## src/rtl/fpga_cfg_pkg.sv

```systemverilog
// fpga_cfg_pkg: shared constants and types for the fabric configuration loader.
// Contents:
//   CFG_BITS / CFG_BYTES / SHADOW_BITS - configuration vector and frame sizing
//   SYNC_BYTE                           - frame start marker
//   <field>_LSB / <field>_W             - placement of each fabric field
//   cfg_state_e                         - loader FSM states
// Optional feature macro used by the loader: CFG_CHECKSUM_EN.
package fpga_cfg_pkg;

  localparam int CFG_BITS    = 871;
  localparam int CFG_BYTES   = 109;
  localparam int SHADOW_BITS = CFG_BYTES * 8;  // 872, top bit is padding

  localparam logic [7:0] SYNC_BYTE = 8'hA5;

  localparam int BLE_LSB = 0;    localparam int BLE_W = 9;
  localparam int IO_LSB  = 9;    localparam int IO_W  = 4;
  localparam int LUT_LSB = 13;   localparam int LUT_W = 144;
  localparam int SB_LSB  = 157;  localparam int SB_W  = 240;
  localparam int CB_LSB  = 397;  localparam int CB_W  = 420;
  localparam int SDB_LSB = 817;  localparam int SDB_W = 36;
  localparam int SD_LSB  = 853;  localparam int SD_W  = 18;

  typedef enum logic [2:0] {
    IDLE   = 3'd0,
    LOAD   = 3'd1,
    CHECK  = 3'd2,
    COMMIT = 3'd3,
    ERROR  = 3'd4
  } cfg_state_e;

endpackage

```

## src/rtl/fpga_config_loader_cfg_checksum.sv

```systemverilog
// cfg_checksum: 8-bit running-sum accumulator for the configuration frame.
// Ports:
//   clk, reset  - clock, synchronous active-high reset
//   clear       - zero the running sum (takes priority over en)
//   en          - add data into the running sum
//   data        - byte to accumulate / byte under test
//   zero        - (running sum + data) == 0 mod 256, used on the checksum byte
module cfg_checksum (
  input  logic       clk,
  input  logic       reset,
  input  logic       clear,
  input  logic       en,
  input  logic [7:0] data,
  output logic       zero
);

  logic [7:0] sum_q, sum_d;
  logic [7:0] sum_next;

  assign sum_next = sum_q + data;
  assign zero     = (sum_next == 8'h00);

  always_comb begin
    sum_d = sum_q;
    if (clear)   sum_d = 8'h00;
    else if (en) sum_d = sum_next;
  end

  always_ff @(posedge clk) begin
    if (reset) sum_q <= 8'h00;
    else       sum_q <= sum_d;
  end

endmodule

```

## src/rtl/fpga_config_loader.sv

```systemverilog
// fpga_config_loader: byte-serial configuration controller for the 3x3 fabric.
// Receives a framed bitstream (SYNC_BYTE, 109 payload bytes LSB first, and a
// checksum byte when CFG_CHECKSUM_EN is defined), assembles it in a shadow
// register and commits it atomically to the fabric configuration outputs.
// Ports:
//   clk, reset                      - clock, synchronous active-high reset
//   cfg_data/cfg_valid/cfg_ready    - byte stream input
//   cfg_abort, cfg_clear            - drop frame in progress / clear sticky error
//   cfg_done, cfg_error, cfg_loaded - commit pulse, checksum error, config active
//   fabric_reset                    - holds the fabric in reset until loaded
//   BLE_dff_select .. sel_direction - active configuration fields
//   dbg_state                       - current FSM state for observation
// Optional feature: CFG_CHECKSUM_EN enables the checksum byte, CHECK/ERROR.
//
// Handshake: a byte transfers on a rising edge where cfg_valid & cfg_ready are
// both high. cfg_ready does not depend on cfg_valid; cfg_abort forces it low so
// an abort in the same cycle as a valid byte never accepts that byte.
module fpga_config_loader
  import fpga_cfg_pkg::*;
(
  input  logic          clk,
  input  logic          reset,
  input  logic [7:0]    cfg_data,
  input  logic          cfg_valid,
  output logic          cfg_ready,
  input  logic          cfg_abort,
  input  logic          cfg_clear,
  output logic          cfg_done,
  output logic          cfg_error,
  output logic          cfg_loaded,
  output logic          fabric_reset,
  output logic [8:0]    BLE_dff_select,
  output logic [3:0]    IO_sel,
  output logic [143:0]  LUT_in,
  output logic [239:0]  SB_in,
  output logic [419:0]  CB_in,
  output logic [35:0]   sel_direction_BLEout,
  output logic [17:0]   sel_direction,
  output logic [2:0]    dbg_state
);

  cfg_state_e             state_q, state_d;
  logic [6:0]             cnt_q, cnt_d;
  logic [SHADOW_BITS-1:0] shadow_q, shadow_d;
  logic [CFG_BITS-1:0]    active_q, active_d;
  logic                   done_q, done_d;
  logic                   loaded_q, loaded_d;
  logic                   frst_q, frst_d;

  logic accept;
  logic last_byte;
  logic unused_pad;

  assign cfg_ready = !reset && !cfg_abort &&
                     (state_q == IDLE || state_q == LOAD || state_q == CHECK);
  assign accept    = cfg_valid && cfg_ready;
  assign last_byte = (cnt_q == 7'(CFG_BYTES - 1));
  // Shadow bit 871 is frame padding and never reaches the fabric.
  assign unused_pad = shadow_q[SHADOW_BITS-1];

`ifdef CFG_CHECKSUM_EN
  logic sum_clear, sum_en, sum_ok;
  assign sum_clear = (state_q == IDLE) && accept && (cfg_data == SYNC_BYTE);
  assign sum_en    = (state_q == LOAD) && accept;

  cfg_checksum u_checksum (
    .clk   (clk),
    .reset (reset),
    .clear (sum_clear),
    .en    (sum_en),
    .data  (cfg_data),
    .zero  (sum_ok)
  );
`endif

  always_comb begin
    state_d  = state_q;
    cnt_d    = cnt_q;
    shadow_d = shadow_q;
    active_d = active_q;
    done_d   = 1'b0;
    loaded_d = loaded_q;
    unique case (state_q)
      IDLE: begin
        if (accept && cfg_data == SYNC_BYTE) begin
          cnt_d   = 7'd0;
          state_d = LOAD;
        end
      end
      LOAD: begin
        if (cfg_abort) begin
          state_d = IDLE;
        end else if (accept) begin
          // Newest byte enters at the top; after 109 bytes byte 0 is at [7:0].
          shadow_d = {cfg_data, shadow_q[SHADOW_BITS-1:8]};
          cnt_d    = cnt_q + 7'd1;
          if (last_byte) begin
`ifdef CFG_CHECKSUM_EN
            state_d = CHECK;
`else
            state_d = COMMIT;
`endif
          end
        end
      end
      CHECK: begin
        if (cfg_abort) begin
          state_d = IDLE;
        end else if (accept) begin
`ifdef CFG_CHECKSUM_EN
          state_d = sum_ok ? COMMIT : ERROR;
`else
          state_d = IDLE;
`endif
        end
      end
      COMMIT: begin
        active_d = shadow_q[CFG_BITS-1:0];
        done_d   = 1'b1;
        loaded_d = 1'b1;
        state_d  = IDLE;
      end
      ERROR: begin
        if (cfg_clear) state_d = IDLE;
      end
      default: state_d = IDLE;
    endcase
    // Registered so the fabric is also held in reset throughout COMMIT.
    frst_d = !loaded_d || (state_d == COMMIT);
  end

  always_ff @(posedge clk) begin
    if (reset) begin
      state_q  <= IDLE;
      cnt_q    <= 7'd0;
      shadow_q <= '0;
      active_q <= '0;
      done_q   <= 1'b0;
      loaded_q <= 1'b0;
      frst_q   <= 1'b1;
    end else begin
      state_q  <= state_d;
      cnt_q    <= cnt_d;
      shadow_q <= shadow_d;
      active_q <= active_d;
      done_q   <= done_d;
      loaded_q <= loaded_d;
      frst_q   <= frst_d;
    end
  end

  assign cfg_done     = done_q;
  assign cfg_loaded   = loaded_q;
  assign fabric_reset = frst_q;
  assign dbg_state    = state_q;

`ifdef CFG_CHECKSUM_EN
  assign cfg_error = (state_q == ERROR);
`else
  assign cfg_error = 1'b0;
`endif

  assign BLE_dff_select       = active_q[BLE_LSB +: BLE_W];
  assign IO_sel               = active_q[IO_LSB  +: IO_W];
  assign LUT_in               = active_q[LUT_LSB +: LUT_W];
  assign SB_in                = active_q[SB_LSB  +: SB_W];
  assign CB_in                = active_q[CB_LSB  +: CB_W];
  assign sel_direction_BLEout = active_q[SDB_LSB +: SDB_W];
  assign sel_direction        = active_q[SD_LSB  +: SD_W];

endmodule

```

## config.mk

```make
export PLATFORM = sky130hd
export DESIGN_NAME = fpga_config_loader
export DESIGN_NICKNAME = d
export VERILOG_FILES = /design/src/rtl/fpga_cfg_pkg.sv /design/src/rtl/fpga_config_loader_cfg_checksum.sv /design/src/rtl/fpga_config_loader.sv
export SDC_FILE = /design/constraint.sdc
export NUM_CORES = 2
export LEC_CHECK = 0
export CORE_AREA = 2 2 346 348
export DETAILED_ROUTE_END_ITERATION = 6
export DIE_AREA = 0 0 348 350
export GPL_TIMING_DRIVEN = 1
export PLACE_DENSITY = 0.85
export SLEW_MARGIN = 10
export SYNTH_ARGS = -nofsm -noshare
export SYNTH_HDL_FRONTEND = slang
export SYNTH_SLANG_ARGS = --single-unit
```

## constraint.sdc

```tcl
create_clock -name clk -period 2.4 [get_ports clk]
set_input_delay 0.36 -clock clk [delete_from_list [all_inputs] [get_ports clk]]
set_output_delay 0.36 -clock clk [all_outputs]
set_load 0.1 [all_outputs]
```

==> impl_results.md <==
* Finish-stage setup viols at 0
* Vias in the first global route at 50,400
* First-pass DRT Iterations at 6
* Area of the die at 0.122 mm^2
* Pin count of the biggest net entering global routing at 226
* MaxCap Viol Count at 0
* Top cell type's share of synthesized area at 58.8%
* Final Hold Viols at 0
* Most frequent cells in the layout: 3,491 x nand2_1, 1,753 x dfxtp_1, 1,745 x a21oi_1, 961 x buf_4, 172 x clkbuf_16
* Synthesized area at 0.0597 mm^2
* Reg2reg setup slack at 0.18 ns
* Gr ovfl total at 0
* Syn Nets at 7,644
* Most common library cell in the layout ignoring fill and taps: nand2_1
* Seq/Total Area, Yosys at 58.8%
* Longest Clk Path Bufs at 3
* Main combinational cell family by area after synthesis: simple AND/OR/NAND/NOR gates
* Die W at 348 um
* Clock slew seen by the registers of the worst setup and hold paths at 0.06 ns
* Residual DRC at 0
* First-pass GRT wire length at 278,000 um
* Distinct cell type count after synthesis at 32
* CTS sink count at 1,756
* Synth area leader: dfxtp_1
* Mapped Cells at 7,629
* Min Hold Slack at 0.0819 ns
* Mux contribution to synthesized area at 0.0168%
* Status: finished clean
* Hold Path Sink: active_q[82]$_SDFFE_PP0P_
* Inst Count DP at 9,609
* Initial cell density of the core at 50.7%
* Synth Area in Compound Gates at 14.7%
* # IOs at 892
* CTS resizes at 1
* Worst path required time at 2.04 ns
* Area contributors post-synth: dfxtp_1 59%, nand2_1 22%, a21oi_1 15%
* FF-to-FF path depth at 4
* Core area at 0.118 mm^2
* Share of cells above drive strength 1 at 15.6%
* Syn_area_per_cell at 7.83 um^2
* Skew-Pair Late Insertion Delay at 0.77 ns
* ANT nets after route at 0
* Critical register-to-register path endpoint: cnt_q[6]$_SDFFE_PP0P_
* Register bit count reported by yosys at 1,756
* Max Slew Vio Count at 0
* Chip height at 350 um
* Leak at 26.1 nW
* Reg-to-Reg Start: dbg_state[2]$_SDFF_PP0_
* Crit end category: output port
* Post-DP HPWL at 123,000 um
* CTS tree: done
* Worst EP arrival at 1.96 ns
* Min-delay src: reset
* TritonCTS Buffers at 167
* Post-synth EDFFs at 0
* Period minus WS final at 2.32 ns
* Port Buffer Count at 890
* Slew HR at 28.5%
* Post-Synth XOR/XNOR Area at 0.0586%
* Worst-path maximum fanout at 8
* Hold buffer count at CTS at 0
* Setup bufs post-CTS at 0
* Pwr dens at 784 mW/mm^2
* Synth async-reset ratio at 0%
* Worst-margin pin slew at 1.07 ns
* Drt initial violations at 5,913
* Crit start category: register
* Gr usage total at 28.5%
* Worst Skew at 0.0470 ns
* Setup total negative slack at 0 ns
* Clk root buf: clkbuf_16
* Fillcell total at 9,325
* Main flop type after synthesis: dfxtp_1
* Vias at 54,700
* DRT Wirelength at 184,000 um
* Row count at 126
* Hold Path Cell Cnt at 3
* WL/cell at 18.5 um
* Ys Warns at 0
* Nets at 8,257
* Maximum vdd drop at 0.631 mV
* Final Cell Area at 0.0737 mm^2
* Worst Hold Class: in2reg
* Initial antenna violation count at 2
* Fmax achieved at 431 MHz
* Path type of the worst setup path: reg2out
* Post-Layout Cell Count at 9,919
* H-tree levels at 4
* Placed Instance Area at 0.0678 mm^2
* Global placer's final weighted congestion at 0.919
* Simple-gate portion of the synthesized area at 22.3%
* Adder-Cell Fraction of Synth Area at 0.0419%
* Area grow syn2layout at 23.4%
* Vias per cell at 5.52
* RSZ-0062 raised after global routing: no
* Period utilization at 96.7%
## metal layers
layer,global-route usage (%),wire length [um]
met4,18.6,12700
met5,0,0
met2,44.7,83600
met1,36.4,72500
met3,5.02,14800
## power by group
part | leakage [nW] | total [W] | switching [W] | internal, W
combinational | 9.02 | 0.000564 | 0.000485 | 0.0000789
sequential | 14.1 | 0.0291 | 0.0000000375 | 0.0291
clock | 2.93 | 0.0281 | 0.0114 | 0.0167
## how the worst max path moves through the flow
| stage | from | end | slack [ns] | cells past startpoint |
|---|---|---|---|---|
| 2_1_floorplan | dbg_state[2]$_SDFF_PP0_ | shadow_q[100]$_SDFFE_PP0P_ | 0.15 | 9 |
| 3_5_place_dp | cfg_abort | shadow_q[654]$_SDFFE_PP0P_ | -0.19 | 7 |
| 6_report | dbg_state[2]$_SDFF_PP0_ | cfg_ready | 0.08 | 3 |
| 5_1_grt | dbg_state[2]$_SDFF_PP0_ | cfg_ready | 0.01 | 3 |
| 3_3_place_gp | cfg_valid | shadow_q[652]$_SDFFE_PP0P_ | -0.16 | 7 |
| 4_1_cts | dbg_state[2]$_SDFF_PP0_ | cfg_ready | 0.02 | 3 |
## synthesized netlist by cell type, types with 2 or more instances
master,n
or3_1,2
nand2b_1,4
ha_1,2
clkbuf_1,402
nor4_1,3
nor3_1,3
nand2_1,3491
nand3_1,3
nand4b_1,2
xnor2_1,4
buf_1,21
inv_1,3
a21oi_1,1746
dfxtp_1,1756
buf_2,162
nor4bb_1,2
nor2_1,8
## layout make-up
class,instances,area (um^2),area share [%]
well taps,1536,1920,2.61
inverters,3,11.3,0.0153
repair buffers,1030,8490,11.5
flip-flops and latches,1756,35200,47.7
clock buffers,242,4960,6.72
diodes,2,5.00,0.00679
multi-input cells,5284,22200,30.1
clock inverters,66,1000,1.36
## cell families (layout without fill, tap and decap cells)
logic type,count (synthesis),count (layout)
compound gates,1749,1749
xor+xnor,4,4
fa+ha+maj,2,2
buf+inv,589,1341
flops,1756,1756
mux,1,1
other cells,1,3
simple gates,3527,3527
## sequential cells by signal, summed over array words and instances (netlist names)
name,count
shadow_q,872
cfg_loaded,1
dbg_state,3
active_q,871
cnt_q,7
cfg_done,1
fabric_reset,1
## stage by stage
step	util (%)	power [W]	setup slack (ns)
floorplan	-	0.0302	0.151
global placement	57.5	0.0303	-0.156
detailed placement	57.5	0.0303	-0.193
CTS	62.6	0.0580	0.0173
global route	62.6	0.0593	0.0108
finish	62.6	0.0578	0.0791
## critical path, cell delays in order, from the launching register on
cell and delay [ns]:
dfxtp_2 0.38, or3_4 0.45, a21oi_2 0.18, buf_12 0.20
Power figures use the tool's default switching activity.
